==> src/rtl/packet_pkg.sv <==
// rtl/packet_pkg.sv - packet format and sizing constants shared by the switch ingress path
package packet_pkg;

  localparam int ADDR_WIDTH    = 4;
  localparam int SRC_WIDTH     = 2;
  localparam int PAYLOAD_WIDTH = 8;
  localparam int DEFAULT_DEPTH = 8;

  typedef struct packed {
    logic [ADDR_WIDTH-1:0]    dst;
    logic [SRC_WIDTH-1:0]     src;
    logic [PAYLOAD_WIDTH-1:0] payload;
  } packet_t;

endpackage

==> src/rtl/sync_fifo.sv <==
// rtl/sync_fifo.sv - single-clock FIFO with occupancy count, full/empty derived from level
module sync_fifo #(
  parameter  int WIDTH = 8,
  parameter  int DEPTH = 8,
  localparam int PW    = $clog2(DEPTH),
  localparam int LW    = PW + 1
) (
  input  logic             clk,
  input  logic             rst_n,
  input  logic             push,
  input  logic [WIDTH-1:0] wdata,
  input  logic             pop,
  output logic [WIDTH-1:0] rdata,
  output logic             full,
  output logic             empty,
  output logic [LW-1:0]    level
);

  logic [WIDTH-1:0] mem [DEPTH];
  logic [PW-1:0]    wp_q, wp_d;
  logic [PW-1:0]    rp_q, rp_d;
  logic [LW-1:0]    level_q, level_d;
  logic             do_push, do_pop;

  assign full    = (level_q == LW'(DEPTH));
  assign empty   = (level_q == '0);
  assign level   = level_q;
  assign do_push = push && !full;
  assign do_pop  = pop && !empty;
  assign rdata   = mem[rp_q];

  // Pointer advance wraps naturally because DEPTH is a power of two
  always_comb begin
    wp_d    = wp_q;
    rp_d    = rp_q;
    level_d = level_q;
    if (do_push) wp_d = wp_q + 1'b1;
    if (do_pop)  rp_d = rp_q + 1'b1;
    case ({do_push, do_pop})
      2'b10:   level_d = level_q + 1'b1;
      2'b01:   level_d = level_q - 1'b1;
      default: level_d = level_q;
    endcase
  end

  // Pointer and occupancy registers
  always_ff @(posedge clk or negedge rst_n) begin
    if (!rst_n) begin
      wp_q    <= '0;
      rp_q    <= '0;
      level_q <= '0;
    end else begin
      wp_q    <= wp_d;
      rp_q    <= rp_d;
      level_q <= level_d;
    end
  end

  // Storage array; contents are meaningless while empty so it carries no reset
  always_ff @(posedge clk) begin
    if (do_push) mem[wp_q] <= wdata;
  end

endmodule

==> src/rtl/ingress_buffer.sv <==
// rtl/ingress_buffer.sv - per-port ingress queue presenting head request to the arbiter
module ingress_buffer
  import packet_pkg::*;
#(
  parameter int DEPTH     = DEFAULT_DEPTH,
  parameter int CNT_WIDTH = 16
) (
  input  logic                  clk,
  input  logic                  rst_n,
  input  logic                  in_valid,
  output logic                  in_ready,
  input  packet_t               in_pkt,
  output logic                  port_req,
  output logic [ADDR_WIDTH-1:0] port_dst,
  input  logic                  grant,
  output logic                  out_valid,
  output packet_t               out_pkt,
  output logic [CNT_WIDTH-1:0]  tx_cnt,
  output logic [CNT_WIDTH-1:0]  drop_cnt,
  output logic [$clog2(DEPTH):0] level
);

  packet_t              head;
  logic                 full, empty;
  logic                 take, drop, push;
  logic                 out_valid_q, out_valid_d;
  packet_t              out_pkt_q, out_pkt_d;
  logic [CNT_WIDTH-1:0] tx_cnt_q, tx_cnt_d;
  logic [CNT_WIDTH-1:0] drop_cnt_q, drop_cnt_d;

  // A full buffer refuses input even when the head leaves this cycle
  assign push = in_valid && !full;

  sync_fifo #(
    .WIDTH ($bits(packet_t)),
    .DEPTH (DEPTH)
  ) u_fifo (
    .clk   (clk),
    .rst_n (rst_n),
    .push  (push),
    .wdata (in_pkt),
    .pop   (take || drop),
    .rdata (head),
    .full  (full),
    .empty (empty),
    .level (level)
  );

  // Head qualification: a packet with no destinations never requests and is discarded
  always_comb begin
    port_req = !empty && (|head.dst);
    port_dst = empty ? '0 : head.dst;
    take     = grant && port_req;
    drop     = !empty && (head.dst == '0);
  end

  // Output staging and saturating statistics
  always_comb begin
    out_valid_d = take;
    out_pkt_d   = take ? head : out_pkt_q;
    tx_cnt_d    = tx_cnt_q;
    drop_cnt_d  = drop_cnt_q;
    if (take && (tx_cnt_q != '1))   tx_cnt_d   = tx_cnt_q + 1'b1;
    if (drop && (drop_cnt_q != '1)) drop_cnt_d = drop_cnt_q + 1'b1;
  end

  // Output and counter registers
  always_ff @(posedge clk or negedge rst_n) begin
    if (!rst_n) begin
      out_valid_q <= 1'b0;
      out_pkt_q   <= '0;
      tx_cnt_q    <= '0;
      drop_cnt_q  <= '0;
    end else begin
      out_valid_q <= out_valid_d;
      out_pkt_q   <= out_pkt_d;
      tx_cnt_q    <= tx_cnt_d;
      drop_cnt_q  <= drop_cnt_d;
    end
  end

  assign in_ready  = !full;
  assign out_valid = out_valid_q;
  assign out_pkt   = out_pkt_q;
  assign tx_cnt    = tx_cnt_q;
  assign drop_cnt  = drop_cnt_q;

endmodule
==> config.mk <==
export PLATFORM = sky130hd
export DESIGN_NAME = ingress_buffer
export DESIGN_NICKNAME = d
export VERILOG_FILES = /design/src/rtl/packet_pkg.sv /design/src/rtl/sync_fifo.sv /design/src/rtl/ingress_buffer.sv
export SDC_FILE = /design/constraint.sdc
export NUM_CORES = 1
export LEC_CHECK = 0
export CAP_MARGIN = 20
export CORE_MARGIN = 1.5
export CORE_UTILIZATION = 45
export DETAILED_ROUTE_END_ITERATION = 12
export PLACE_DENSITY = 0.75
export SYNTH_ARGS = -nofsm -noshare
export SYNTH_HDL_FRONTEND = slang
export SYNTH_HIERARCHICAL = 1
export SYNTH_SLANG_ARGS = --single-unit
==> constraint.sdc <==
create_clock -name clk -period 4.7 [get_ports clk]
set_input_delay 1.175 -clock clk [delete_from_list [all_inputs] [get_ports clk]]
set_output_delay 1.175 -clock clk [all_outputs]
set_load 0.005 [all_outputs]
==> metrics.csv <==
stage;metric;value;unit
placement;gp_congestion;0.796;
yosys;synth_ff_type;edfxtp_1;
placement;portBuffers;74;
final_layout;n_antenna_cell;0;
power;p_leak;3.15;nW
yosys;synthTopCellsByArea;edfxtp_1, dfrtp_1, mux4_2, mux2_2, nand2_1;
worst_setup_path;worstPathRequired;5.00;ns
worst_setup_path;worst_setup_path_start_kind;flip-flop;
clock_tree;clock_latency;0.43;ns
yosys;async_flop_share;0.337;
global_routing;antenna_found_initial;0;
final_layout;layout_common_cells;edfxtp_1, clkdlybuf4s50_1, nand2_1, dfrtp_1, mux4_2;
yosys;synthCells;447;
clock_tree;cts-root-buf;clkbuf_16;
clock_tree;cts_buffer_depth;2;
power;vdd_drop_max;0.499;mV
drt;first_pass_iters;4;
timing;setup_viol;0;
power;pwr-share-seq;0.423;
global_routing;grt_pass1_wl;22800;microns
floorplanning;die_h;128;microns
timing;fmax;226;MHz
drt;viasPerCell;5.41;
timing;clock_skew;0.00798;ns
worst_setup_path;path_cells;mux4_2, mux2_2, or4_4, nand2b_1, o21ai_0, o41ai_1, inv_1, ha_1, ha_1, or4b_2, o311ai_0, o211ai_1;
clock_tree;cts.clk_slew.worst_paths;0.06;ns
clock_tree;cts_buffers;17;
yosys;synth_enable_flop_cells;112;
drt;num_vias;4128;
floorplanning;ioPinCount;75;
clock_tree;htree_levels;4;
timing;tightest_slew;0.913;ns
floorplanning;die_w;128;microns
worst_setup_path;crit_path_top_delay_cell;dfrtp_2;
yosys;yosysTopAreaCellShare;0.476;
yosys;seq_area_frac_synth;0.678;
final_layout;syn_to_final_growth;22.4;%
global_routing;grtUsageTotal;0.187;
power;comb_power_share;0.324;
final_layout;layout_commonest_cell;edfxtp_1;
power;p_int;3.55;mW
worst_setup_path;crit_family;simple AND/OR/NAND/NOR gates;
final_layout;drive_above_1_share;0.196;
floorplanning;rows;45;
drt;ant_nets;0;
timing;rsz0062_at_grt;no;
yosys;syn_avg_cell_area;15.8;sq um
placement;dp_hpwl;9090;microns
worst_setup_path;worstSetupPathType;reg2reg;
worst_setup_path;crit_top_cell;ha_1;
yosys;synth_warnings;6;
timing;fin_crit;4.43;ns
drt;wl_per_cell;18.7;microns
flow_run;maxCapViolations;0;
global_routing;grt_pass1_vias;4169;
yosys;synthesis.nets;473;
global_routing;grt_max_degree;30;
final_layout;final_core_util;0.567;
floorplanning;core_area;15300;sq um
floorplanning;start_util;0.463;
timing;drv_slew;0;
global_routing;overflow;0;
power;p_sw;1.60;mW
worst_setup_path;end_kind;flip-flop;
power;p_clk_frac;0.253;
power;p_sw_frac;0.310;
yosys;yosysTopAreaCell;edfxtp_1;
clock_tree;post_cts_buffers;0;
worst_setup_path;max_stage_delay;0.71;ns
yosys;netlist-cell-type-count;45;
clock_tree;cts-resized-gates;0;
status;status;finished clean;
power;power.density;595;nW/um^2
drt;initialDrtViolationCount;279;
timing;final.setup.tns;0;ns
worst_setup_path;crit_buf_inv;1;
worst_setup_path;worstPathArrival;4.73;ns
yosys;synth_area;7060;sq um
clock_tree;cts.sinks;169;
timing;relSlewSlack;0.391;
final_layout;layout.nets;565;
timing;fin_crit_sh;0.943;
clock_tree;cts_hold_buf;0;
timing;whs;0.474;ns
clock_tree;cts_tree;yes;
timing;finalHoldViolCount;0;
worst_hold_path;worstHoldPathType;reg2reg;
floorplanning;dieArea;16500;sq um
drt;drc_errors;0;
yosys;ys_ff_latch;169;
worst_setup_path;critPathMaxFanout;17;
drt;drt-total-wl;14300;microns
-- Yosys cell counts, drive strengths merged (3+ instances only) --
master / instances
edfxtp: 112
dfrtp: 57
nand2: 56
mux4: 28
mux2: 24
nand3: 15
xnor2: 15
nor2: 14
xor2: 14
inv: 12
nand4: 11
nor3: 11
buf: 9
nor4: 9
ha: 7
clkbuf: 6
nand2b: 5
nor2b: 5
nor3b: 4
o21ai: 4
a21oi: 3
or4: 3
-- worst reg2reg max path, cell delays in order (launching register included) --
cell	delay (ns)
dfrtp_2	0.71
mux4_2	0.57
mux2_2	0.31
or4_4	0.59
nand2b_1	0.12
o21ai_0	0.09
o41ai_1	0.13
inv_1	0.18
ha_1	0.32
ha_1	0.37
or4b_2	0.64
o311ai_0	0.14
o211ai_1	0.13
-- sequential cells by signal, indices dropped and copies added (netlist names) --
name          flops
out_pkt          14
u_fifo/mem      112
u_fifo/level      4
tx_cnt           16
drop_cnt         16
out_valid         1
u_fifo/rp_q       3
u_fifo/wp_q       3
-- power groups by stage --
stage                     combinational (mW)  clock (mW)  sequential [mW]
after floorplan                         1.09           0             2.09
after global placement                  1.62           0             2.19
after detailed placement                1.67           0             2.21
after CTS                               1.69        1.33             2.18
after global routing                    1.82        1.39             2.22
final                                   1.67        1.30             2.18
-- logic make-up after synthesis --
logic type,count (synthesis),synth area share
xor gates and xnor gates,29,0.0360
and+or+nand+nor,146,0.108
AOI/OAI and AO/OA,15,0.0142
muxes,53,0.129
DFF,169,0.678
adders and majority gates,8,0.0152
buffers and inverters,27,0.0198
-- per-layer routing --
layer | vias to the layer above | track usage | part of all wire | wire [microns]
met5 | - | 0 | 0 | 0
met4 | 0 | 0.0608 | 0.014 | 194
met3 | 20 | 0.0451 | 0.062 | 891
met2 | 152 | 0.314 | 0.50 | 7140
met1 | 2073 | 0.241 | 0.42 | 6070
li1 | 1883 | - | - | -
-- through the flow --
stage,area (sq um),power (mW),setup slack [ns],cells
floorplan,7060,3.18,0.122,447
global placement,8090,3.81,0.404,731
detailed placement,8090,3.88,0.264,731
CTS,8640,5.20,0.244,763
global route,8640,5.43,0.0318,763
finish,8640,5.15,0.268,763
-- worst paths after layout --
check / startpoint / end / slack [ns] / cells past startpoint
max: u_fifo/rp_q[0]$_DFFE_PN0P_ / u_fifo/level[3]$_DFFE_PN0P_ / 0.27 / 12
min: out_pkt[7]$_DFFE_PN0P_ / out_pkt[7]$_DFFE_PN0P_ / 0.47 / 2
max reg2reg: u_fifo/rp_q[0]$_DFFE_PN0P_ / u_fifo/level[3]$_DFFE_PN0P_ / 0.27 / 12
min reg2reg: out_pkt[7]$_DFFE_PN0P_ / out_pkt[7]$_DFFE_PN0P_ / 0.47 / 2
max in group asynchronous: rst_n / out_pkt[7]$_DFFE_PN0P_ / 3.04 / 2
min in group asynchronous: rst_n / drop_cnt[12]$_DFFE_PN0P_ / 0.81 / 1
-- final cells by class --
type / count / area, sq um
Clock buffer: 18 / 429
Tap cell: 211 / 264
Multi-Input combinational cell: 251 / 2150
Fill cell: 1158 / 6610
Inverter: 12 / 45.0
Sequential cell: 169 / 4790
Timing Repair Buffer: 88 / 841
Clock inverter: 14 / 123
Note: power is estimated with default switching activity, not from simulation.
